==> src/rtl/mio_bus_ctrl.sv <==
// mio_bus_ctrl
//   Memory/IO bus controller between the multi-cycle CPU and its RAM plus
//   N_CH IO channels. Each CPU access is latched in IDLE and decoded either to
//   RAM (fixed RAM_LAT read latency) or to one IO channel (waits for that
//   channel's ack, bounded by TIMEOUT). Every access ends with a one-cycle
//   mio_ready pulse. An IO timeout also pulses bus_err and returns all-ones.
//
// Ports
//   clk, rst              clock, synchronous active-high reset
//   cpu_req/we/addr/wdata CPU request side; cpu_req is held until mio_ready
//   cpu_rdata             read data, valid in the mio_ready cycle, then held
//   mio_ready, bus_err    completion pulse, IO-timeout pulse (with mio_ready)
//   ram_addr/din/we       RAM word address, write data, write enable
//   ram_dout              RAM read data; it must be valid RAM_LAT cycles after
//                         ram_addr changes (ram_addr is itself a register)
//   io_addr/wdata/we      IO register offset, write data, write qualifier
//   io_sel                one-hot channel strobe, held until ack or timeout
//   io_rdata, io_ack      per-channel read data (ch k at [k*DW +: DW]) and ack
module mio_bus_ctrl #(
    parameter int         DW      = 32,
    parameter int         AW      = 10,
    parameter int         RAM_LAT = 1,
    parameter int         N_CH    = 4,
    parameter logic [3:0] IO_NIB  = 4'hE,
    parameter int         TIMEOUT = 16
) (
    input  logic                 clk,
    input  logic                 rst,
    input  logic                 cpu_req,
    input  logic                 cpu_we,
    input  logic [31:0]          cpu_addr,
    input  logic [DW-1:0]        cpu_wdata,
    output logic [DW-1:0]        cpu_rdata,
    output logic                 mio_ready,
    output logic                 bus_err,
    output logic [AW-1:0]        ram_addr,
    output logic [DW-1:0]        ram_din,
    output logic                 ram_we,
    input  logic [DW-1:0]        ram_dout,
    output logic [7:0]           io_addr,
    output logic [DW-1:0]        io_wdata,
    output logic                 io_we,
    output logic [N_CH-1:0]      io_sel,
    input  logic [N_CH*DW-1:0]   io_rdata,
    input  logic [N_CH-1:0]      io_ack
);

    localparam int CHW = $clog2(N_CH);
    // One counter serves both the RAM latency countdown and the IO wait count.
    localparam int CW  = $clog2((TIMEOUT > RAM_LAT ? TIMEOUT : RAM_LAT) + 1);

    localparam logic [2:0] S_IDLE    = 3'd0;
    localparam logic [2:0] S_RAM_WR  = 3'd1;
    localparam logic [2:0] S_RAM_RD  = 3'd2;
    localparam logic [2:0] S_IO_WAIT = 3'd3;
    localparam logic [2:0] S_DONE    = 3'd4;

    typedef struct packed {
        logic           we;
        logic           is_io;
        logic [CHW-1:0] ch;
        logic [DW-1:0]  wdata;
    } req_t;

    logic [2:0]    state;
    logic [CW-1:0] cnt;
    req_t          req_q;
    logic          err_q;
    logic [DW-1:0] ch_rdata;
    logic          hit_io;

    // Address bits outside the decoded fields are don't-care.
    logic unused_addr_bits;
    assign unused_addr_bits = ^cpu_addr;

    assign hit_io = (cpu_addr[31:28] == IO_NIB);

    // Read-data slice of the latched channel.
    always_comb begin
        ch_rdata = '0;
        for (int k = 0; k < N_CH; k++) begin
            if (req_q.ch == CHW'(k)) ch_rdata = io_rdata[k*DW +: DW];
        end
    end

    // Strobes decode from state, so a reset clears them on the next cycle.
    generate
        for (genvar k = 0; k < N_CH; k++) begin : g_sel
            assign io_sel[k] = (state == S_IO_WAIT) && (req_q.ch == CHW'(k));
        end
    endgenerate

    assign mio_ready = (state == S_DONE);
    assign bus_err   = (state == S_DONE) && err_q;
    assign ram_we    = (state == S_RAM_WR);
    assign io_we     = (state == S_IO_WAIT) && req_q.we;
    assign ram_din   = req_q.wdata;
    assign io_wdata  = req_q.wdata;

    always_ff @(posedge clk) begin
        if (rst) begin
            state     <= S_IDLE;
            cnt       <= '0;
            req_q     <= '0;
            err_q     <= 1'b0;
            ram_addr  <= '0;
            io_addr   <= '0;
            cpu_rdata <= '0;
        end else begin
            case (state)
                S_IDLE: begin
                    if (cpu_req) begin
                        req_q.we    <= cpu_we;
                        req_q.is_io <= hit_io;
                        req_q.ch    <= cpu_addr[10 +: CHW];
                        req_q.wdata <= cpu_wdata;
                        ram_addr    <= cpu_addr[AW+1:2];
                        io_addr     <= cpu_addr[9:2];
                        err_q       <= 1'b0;
                        if (hit_io) begin
                            state <= S_IO_WAIT;
                            cnt   <= CW'(1);
                        end else if (cpu_we) begin
                            state <= S_RAM_WR;
                        end else begin
                            state <= S_RAM_RD;
                            cnt   <= CW'(RAM_LAT - 1);
                        end
                    end
                end
                S_RAM_WR: state <= S_DONE;
                S_RAM_RD: begin
                    if (cnt == '0) begin
                        cpu_rdata <= ram_dout;
                        state     <= S_DONE;
                    end else begin
                        cnt <= cnt - 1'b1;
                    end
                end
                S_IO_WAIT: begin
                    // Ack is tested first so it wins over a same-cycle timeout.
                    if (io_ack[req_q.ch]) begin
                        if (!req_q.we) cpu_rdata <= ch_rdata;
                        state <= S_DONE;
                    end else if (cnt == CW'(TIMEOUT)) begin
                        cpu_rdata <= '1;
                        err_q     <= 1'b1;
                        state     <= S_DONE;
                    end else begin
                        cnt <= cnt + 1'b1;
                    end
                end
                S_DONE:  state <= S_IDLE;
                default: state <= S_IDLE;
            endcase
        end
    end

endmodule

==> config.mk <==
export PLATFORM = sky130hd
export DESIGN_NAME = mio_bus_ctrl
export DESIGN_NICKNAME = d
export VERILOG_FILES = /design/src/rtl/mio_bus_ctrl.sv
export SDC_FILE = /design/constraint.sdc
export NUM_CORES = 1
export LEC_CHECK = 0
export CAP_MARGIN = 20
export CORE_AREA = 2 2 136 138
export DETAILED_ROUTE_END_ITERATION = 6
export DIE_AREA = 0 0 138 140
export GPL_ROUTABILITY_DRIVEN = 0
export GPL_TIMING_DRIVEN = 0
export PLACE_DENSITY = 0.69
export SYNTH_ARGS = -nofsm -noshare
export SYNTH_HDL_FRONTEND = slang
export SYNTH_SLANG_ARGS = --single-unit
==> constraint.sdc <==
create_clock -name clk -period 2.8 [get_ports clk]
set_clock_uncertainty 0.05 [all_clocks]
set_input_delay 0.56 -clock clk [delete_from_list [all_inputs] [get_ports clk]]
set_output_delay 0.56 -clock clk [all_outputs]
set_load 0.05 [all_outputs]
# Word level (Yosys, flattened, before mapping)
# Index checks and enable logic that the tools add are counted.
# classes
muxes	29
add_sub_neg	2
eq_ne	18
reduce_logical	17
magnitude_cmp	1
# ops
op	n
$mux W32	8
$pmux W32 S2	1
$mux W5	6
$pmux W5 S3	1
$mux W3	4
$pmux W3 S4	1
$ne A2 B2 Y1 const B	5
$reduce_and A4 Y1	2
$eq A3 B2 Y1 const B	2
$logic_and A1 B1 Y1	6
$ne A3 B3 Y1 const B	2
$reduce_and A6 Y1	1
$add A5 B1 Y5 const B	1
$eq A5 B5 Y1 const B	1
$logic_not A5 Y1	1
$sub A5 B1 Y5 const B	1
$eq A2 B2 Y1 const B	2
$eq A4 B4 Y1 const B	1
$mux W1	4
$mux W2	2
$reduce_bool A2 Y1	2
$eq A3 B1 Y1 const B	1
$eq A3 B3 Y1 const B	1
$logic_not A3 Y1	1
10 further kinds	10
# word_totals
register_bits	94
elab_cells	76
in_bits	232
output_inout_bits	122

# Depth between registers and ports, before layout
# Gate-level depths: netlist of run 1.
# depth
ltp_word	8
ltp_mapped	12
ltp_nobuf	9

# Worst setup path before layout of run 1
# Ideal clock, no wire load.
# synth_path
path_type	flip-flop to output port
start	register ram_addr[9] (netlist name)
end	output io_sel[2]
path_buffers	2
t_arrival_ps	2017
slack_ps	173
required_ps	2190
stages_incl_launch_ff	4
cell_sequence	dfxtp_1 -> buf_4 -> clkbuf_1 -> nor3b_1
# synth_rtl
element	line_no	text
to (decl)	43	output logic [N_CH-1:0] io_sel,

# Worst setup path in the final report of run 1
# layout_path
start	register state[0]
end	output bus_err
# layout_via
elab_chain_len	2
# layout_rtl
element	line_no	text
from (decl)	65	logic [2:0] state;
from (signal assigned)	102	state <= S_IDLE;
from (signal assigned)	121	state <= S_IO_WAIT;
from (signal assigned)	124	state <= S_RAM_WR;
$eq A3 B3 Y1	94	assign bus_err = (state == S_DONE) && err_q;
$logic_and A1 B1 Y1	94	
to (decl)	35	output logic bus_err,
# Every way passes these cells.

==> results of run 1 <==
-- per-layer routing --
layer,up-vias,wire length (um),global-route usage
li1,2714,-,-
met1,2490,7900,0.226
met2,226,10300,0.368
met3,17,1250,0.0465
met4,0,283,0.0559
met5,-,0,0
-- power groups by stage --
stage	clock network, mW	registers [mW]	logic [mW]
CTS	1.26	1.32	1.45
finish	1.22	1.32	1.44
floorplan	0	1.43	0.744
global route	1.31	1.32	1.52
global placement	0	1.34	1.44
detailed placement	0	1.34	1.45
-- area by class of cell --
class / count / area (um2)
Buffer: 119 / 797
Sequential cell: 84 / 1680
Clock buffer: 9 / 225
Fill cell: 1758 / 8600
Timing Repair Buffer: 334 / 3330
Clock inverter: 7 / 76.3
Multi-Input combinational cell: 392 / 2770
Inverter: 1 / 3.75
Tap cell: 229 / 287
Antenna cell: 1 / 2.50
-- synth_stat cells (3+ instances only) --
cell and instances:
sky130_fd_sc_hd__a21oi_1 51, sky130_fd_sc_hd__a221o_1 32, sky130_fd_sc_hd__a22oi_1 3, sky130_fd_sc_hd__buf_12 3, sky130_fd_sc_hd__buf_2 6, sky130_fd_sc_hd__buf_4 78
sky130_fd_sc_hd__clkbuf_1 33, sky130_fd_sc_hd__dfxtp_1 84, sky130_fd_sc_hd__ha_1 3, sky130_fd_sc_hd__mux2i_1 98, sky130_fd_sc_hd__nand2_1 92, sky130_fd_sc_hd__nand2b_1 33
sky130_fd_sc_hd__nor2_1 12, sky130_fd_sc_hd__o21bai_1 32, sky130_fd_sc_hd__xnor2_1 4
-- cell families after synthesis --
logic type	count (synthesis)	synth area share
flip-flops	84	0.320
AND/OR/NAND/NOR	155	0.141
AO/OA/AOI/OAI	128	0.174
multiplexers	101	0.196
XOR/XNOR	4	0.00667
buffers and inverters	121	0.153
adder cells (fa/ha/maj)	4	0.00929
-- state kept, by name (all words and copies together) (netlist names) --
register / count
io_wdata: 32
req_q: 1
cnt: 5
state: 3
cpu_rdata: 32
ram_addr: 10
err_q: 1
-- per-stage QoR --
stage	worst slack, ns	power, mW	hold slack (ns)	cell area, um2
after floorplan	0.173	2.17	0.394	5250
after global routing	0.0292	4.16	0.438	9170
after global placement	-0.169	2.78	0.408	8880
after CTS	0.0116	4.03	0.423	9180
final	0.129	3.98	0.421	9180
after detailed placement	-0.144	2.79	0.412	8880
-- path summary, 6_finish.rpt --
| path | cells after the start | from | end |
|---|---|---|---|
| worst max-delay path | 4 | state[0] | bus_err |
| worst min-delay path | 2 | io_wdata[2] | io_wdata[2] |
| worst max register to register | 8 | state[0] | cpu_rdata[23] |
| worst min register to register | 2 | io_wdata[2] | io_wdata[2] |
-- worst min-delay path: stages, from the launching register on --
cell                      delay, ns
sky130_fd_sc_hd__dfxtp_1       0.32
sky130_fd_sc_hd__nand2_1       0.05
sky130_fd_sc_hd__a21oi_1       0.05
-- timing repair --
action	4_1_cts	5_1_grt
setup buffers	0	0
resized for setup	6	4
setup endpoints to repair	5	3
endpoints found under the hold margin	0	0
==> flow_summary_export.csv, run 1 <==
group,metric,value,unit
outcome,run_status,"complete, no violations",
clock_network,clk_pin_slew_worst_paths,0.06,ns
worst_setup_path,critical_path_class,"flop to output port",
die,die-height,140,um
global_route,grt_max_degree,18,
clock_network,cts_hold_buffers,0,
timing,report.final.slew_viol_count,0,
yosys,synthArstFlopShare,0,
yosys,synth.net_count,832,
global_route,grt.overflow.total,0,
yosys,number_of_enable_type_register_cells_in_the_synthesized_netlist,0,
pwr,p_comb_frac,0.361,
timing,fmax,374,MHz
yosys,post_synthesis_cell_type_with_the_largest_combined_area,"sky130_fd_sc_hd__dfxtp_1",
pwr,total_power_per_unit_cell_area,433,nW/um2
worst_setup_path,arrival_time_of_data_at_the_critical_path_endpoint,2.06,ns
worst_setup_path,worstPathBufferInverterCount,2,
worst_setup_path,slowest_delay,0.83,ns
drt,detailedRoute.firstPassIterationCount,4,
pwr,power_frac_seq,0.331,
yosys,netlist_top_cells_area,"sky130_fd_sc_hd__dfxtp_1 32%, sky130_fd_sc_hd__mux2i_1 19%, sky130_fd_sc_hd__buf_4 11%",
timing,timing.setup.tns,0,ns
worst_setup_path,critical_path.startpoint_type,"flop",
global_route,grt_pass1_wl,30200,um
global_route,grt_util_all_layers,0.198,
die,io_pins,354,
timing,setup-violations-final,0,
drt,drt-vias-per-instance,4.63,
yosys,synth_flop_cell,"sky130_fd_sc_hd__dfxtp_1",
pwr,ir_worst_vdd,0.000269,V
die,floorplan.initialDensity,0.295,
worst_setup_path,reg2reg_setup_slack,0.48,ns
timing,final_period_minus_worst_setup_slack,2.67,ns
timing,post-route-period-util,0.954,
clock_network,cts-htree-levels,3,
clock_network,number_of_clock_buffers_inserted_by_tritoncts,9,
pwr,p_sw,1.31,mW
yosys,synth_area_per_cell,8.80,um2
final_layout,final_cell_count_no_fill,1176,
drt,post_route_ant_nets,0,
die,standard_cell_core_area,17800,um2
drt,via_total_after_detailed_routing,5447,
worst_setup_path,cp-end-kind,"output port",
global_route,grt_pass1_vias,5434,
drt,detailedRoute.firstIterationViolations,181,
timing,timing.max_slew.rel_slack,0.472,
yosys,netlist_instances,597,
pwr,sw_frac_of_total,0.330,
placement,portBuffers,334,
timing,max_slew.worst_pin.slew,0.790,ns
hold_path,hp-class,"flop to flop",
final_layout,layout-drive-gt1-share,0.124,
yosys,post_synth_num_cell_types,40,
yosys,number_of_warnings_reported_in_the_yosys_synthesis_log,0,
yosys,post_synthesis_instance_area,5250,um2
worst_setup_path,crit_path_top_delay_cell,"sky130_fd_sc_hd__clkdlybuf4s50_1",
placement,place_inst,1160,
final_layout,most_frequent_cells_in_the_layout,"329 x sky130_fd_sc_hd__clkdlybuf4s50_1, 98 x sky130_fd_sc_hd__mux2i_1, 92 x sky130_fd_sc_hd__nand2_1",
drt,route.detailed.wl_per_inst,16.7,um
worst_setup_path,crit_family,"buffers and inverters",
die,floorplan.die_area,19300,um2
global_route,antenna_found_initial,1,
final_layout,fin_util,0.516,
worst_setup_path,cp_cell_sequence,"buf_4 -> nor2_1 -> and3_1 -> clkdlybuf4s50_1",
die,die_width,138,um
placement,hpwl_dp,16000,um
clock_network,numClockSinks,84,
yosys,synth.yosys.seq_area_share,0.320,
die,row_count,49,
clock_network,cts_tree,"yes",
yosys,synth.top_cell.area_share,0.320,
yosys,ys_ff_latch,84,
worst_setup_path,crit_path_max_fanout,8,
timing,timing.final.hold_violations,0,
drt,drc,0,
timing,grt_setup_unrepaired,"false",
pwr,internal_power,2.66,mW
final_layout,design.final.nets,1176,
clock_network,clk_buf_depth,2,
flow_run,max-cap-violations,0,
worst_setup_path,critical_path_required,2.19,ns
pwr,leakage_power_of_the_design,3.52,nW
final_layout,final_common_cell,"sky130_fd_sc_hd__clkdlybuf4s50_1",
drt,routed_wl,19700,um
clock_network,worstSkewPairLatency,0.34,ns
final_layout,area_growth,74.6,%
clock_network,cts_root_buffer,"sky130_fd_sc_hd__clkbuf_16",
pwr,clockPowerShare,0.308,
No activity file was read; power rests on OpenSTA's default activity.
==> inputs of run 2 (changes only) <==
--- a/config.mk
+++ b/config.mk
@@ -9,9 +9,10 @@
 export CORE_AREA = 2 2 136 138
 export DETAILED_ROUTE_END_ITERATION = 6
 export DIE_AREA = 0 0 138 140
+export DONT_BUFFER_PORTS = 1
 export GPL_ROUTABILITY_DRIVEN = 0
 export GPL_TIMING_DRIVEN = 0
-export PLACE_DENSITY = 0.69
+export PLACE_DENSITY = 0.43
 export SYNTH_ARGS = -nofsm -noshare
 export SYNTH_HDL_FRONTEND = slang
 export SYNTH_SLANG_ARGS = --single-unit
==> constraint.sdc (replaced) <==
create_clock -name clk -period 3 [get_ports clk]
set_clock_uncertainty 0.05 [all_clocks]
set_input_delay 0.6 -clock clk [delete_from_list [all_inputs] [get_ports clk]]
set_output_delay 0.6 -clock clk [all_outputs]
set_load 0.05 [all_outputs]
==> run 2 against run 1 <==
  * Core utilization shrank 19 points
  * Hold slack got worse by 0.090 ns
  * Die area is the same
  * Largest cell class is now multi-input gates
  * First-iteration DRC count is 29% lower
  * Routed wire length down 14%
  * Sequential share of layout area up 10 points
  * Largest power group is now sequential cells
  * Sequential power is essentially flat
  * Clock power down 8%
  * Clock-buffer cell count up 1
==> flow_summary_export.csv, run 2 (synthesis results as in run 1) <==
group,metric,value,unit
global_route,grt_max_degree,18,
hold_path,whs_path_depth,2,
placement,placement.setup.worst_slack,0.137,ns
worst_setup_path,arrival_time_of_data_at_the_critical_path_endpoint,2.18,ns
timing,setup-violations-final,0,
timing,max_slew.worst_pin.slew,0.942,ns
clock_network,worstSkewPairLatency,0.34,ns
timing,grt_setup_unrepaired,"false",
placement,portBuffers,0,
timing,timing.final.hold_violations,0,
drt,routed_wl,17000,um
pwr,power_frac_seq,0.410,
final_layout,fin_util,0.329,
final_layout,seq_area,1680,um2
clock_network,numClockSinks,84,
global_route,gr-usage-met3,0.0400,
timing,timing.max_slew.rel_slack,0.369,
die,floorplan.initialDensity,0.295,
clock_network,clk_pin_slew_worst_paths,0.07,ns
final_layout,finalInstanceArea,5850,um2
final_layout,final_cell_count_no_fill,841,
global_route,grt_pass1_wl,25200,um
timing,hold-worst-slack,0.331,ns
drt,post_route_ant_nets,0,
pwr,p_comb_frac,0.244,
drt,detailedRoute.firstPassIterationCount,4,
die,row_count,49,
pwr,total_power_per_unit_cell_area,554,nW/um2
die,standard_cell_core_area,17800,um2
outcome,run_status,"complete, no violations",
hold_path,hp-class,"primary input to flop",
drt,drc,0,
global_route,grt_use_met1,0.196,
worst_setup_path,r2r_end,"cpu_rdata[12]",
clock_network,cts_tree,"yes",
timing,timing.setup.tns,0,ns
pwr,sw_frac_of_total,0.367,
final_layout,area_growth,11.4,%
hold_path,min_from,"cpu_addr[2]",
die,die_width,138,um
worst_setup_path,critical_path.startpoint_type,"flop",
final_layout,multi_input_comb_area,2790,um2
worst_setup_path,critical_path_required,2.35,ns
flow_run,max-cap-violations,0,
final_layout,num-fill-cells,1852,
worst_setup_path,crit_path_max_fanout,10,
timing,final_period_minus_worst_setup_slack,2.83,ns
placement,place_inst,826,
worst_setup_path,reg2regPathDepth,8,
worst_setup_path,reg2reg_setup_slack,0.46,ns
pwr,clockPowerShare,0.346,
hold_path,whs_endpoint,"ram_addr[0]",
global_route,top_usage_layer,"met2",
die,io_pins,354,
timing,post-route-period-util,0.942,
final_layout,diodes,0,
worst_setup_path,critical_path_class,"flop to output port",
worst_setup_path,crit_path_top_delay_cell,"sky130_fd_sc_hd__and3_1",
timing,report.final.slew_viol_count,0,
placement,detailed_place.area,5560,um2
clock_network,cts_root_buffer,"sky130_fd_sc_hd__clkbuf_16",
global_route,grt.overflow.total,0,
global_route,globalRouteMet2Util,0.308,
pwr,internal_power,2.05,mW
drt,via_total_after_detailed_routing,4236,
final_layout,design.final.nets,842,
pwr,tot_pwr,3.24,mW
global_route,grt_pass1_vias,4296,
clock_network,number_of_clock_buffers_inserted_by_tritoncts,9,
global_route,antenna_found_initial,0,
drt,route.detailed.wl_per_inst,20.2,um
drt,detailedRoute.firstIterationViolations,128,
die,floorplan.die_area,19300,um2
final_layout,final_common_cell,"sky130_fd_sc_hd__mux2i_1",
timing,fmax,354,MHz
worst_setup_path,worst_r2r_startpoint,"ram_addr[9]",
clock_network,cts-htree-levels,3,
pwr,ir_worst_vdd,0.000243,V
worst_setup_path,cp_cell_sequence,"buf_4 -> and3b_1 -> buf_2 -> clkbuf_1 -> and3_1",
drt,drt-vias-per-instance,5.04,
timing,worst_slack_setup_final,0.174,ns
final_layout,layout-drive-gt1-share,0.191,
worst_setup_path,cp-end-kind,"output port",
clock_network,clk_buf_depth,2,
placement,hpwl_dp,13900,um
final_layout,most_frequent_cells_in_the_layout,"98 x sky130_fd_sc_hd__mux2i_1, 92 x sky130_fd_sc_hd__nand2_1, 84 x sky130_fd_sc_hd__dfxtp_1",
pwr,p_sw,1.19,mW
global_route,grt_util_all_layers,0.169,
clock_network,cts_hold_buffers,0,
worst_setup_path,slowest_delay,0.58,ns
die,die-height,140,um
pwr,leakage_power_of_the_design,2.23,nW
-- run 2: cell count changes in the layout (fill, tap and decap cells not counted), moves of 2 or more --
| cell | previous run | this run |
|---|---|---|
| sky130_fd_sc_hd__clkdlybuf4s50_1 | 329 | 0 |
| sky130_fd_sc_hd__clkbuf_2 | 3 | 0 |
| sky130_fd_sc_hd__clkinv_2 | 2 | 0 |
| sky130_fd_sc_hd__dlygate4sd2_1 | 2 | 0 |
| sky130_fd_sc_hd__inv_6 | 0 | 2 |
| sky130_fd_sc_hd__nor3b_1 | 2 | 0 |
-- run 2: worst max-delay path by stage --
stage | startpoint | slack (ns) | to | cells after the start
4_1_cts | state[0] | 0.12 | io_sel[3] | 5
2_1_floorplan | ram_addr[9] | 0.33 | io_sel[2] | 3
5_1_grt | state[0] | 0.05 | io_sel[3] | 5
3_3_place_gp | ram_addr[9] | -0.35 | io_sel[2] | 3
6_report | state[0] | 0.17 | io_sel[3] | 5
3_5_place_dp | ram_addr[9] | 0.14 | io_sel[2] | 3
-- run 2: worst max-delay path, delay by kind of cell, from the launching register on --
kind | cells | cell delay (ns)
AND/OR/NAND/NOR | 2 | 0.77
buffers and inverters | 3 | 0.75
flip-flops | 1 | 0.31
-- run 2: metal layers --
layer / up-vias / share of wire / routed length [um]
li1: 2038 / - / -
met1: 1958 / 0.41 / 6950
met2: 227 / 0.51 / 8690
met3: 13 / 0.066 / 1130
met4: 0 / 0.014 / 239
met5: - / 0 / 0
-- run 2: cell type report --
type,count,share of cell area
inverter,1,0.000642
clock inverter,6,0.00920
sequential,84,0.287
clock buffer,10,0.0408
buffer,119,0.136
multi-input combinational,392,0.477
tap,229,0.0490
-- run 2: timing repair --
item | 4_1_cts | 5_1_grt
endpoints found under the setup margin | 2 | 0
buffers inserted | 0 | 0
resized for setup | 1 | 0
-- run 2: power groups by stage --
stage          sequential (mW)  clock (mW)  combinational, mW
5_1_grt                   1.34        1.21              0.842
2_1_floorplan             1.33           0              0.694
3_3_place_gp              1.35           0              0.796
3_5_place_dp              1.35           0              0.802
6_report                  1.33        1.12              0.791
4_1_cts                   1.33        1.16              0.801
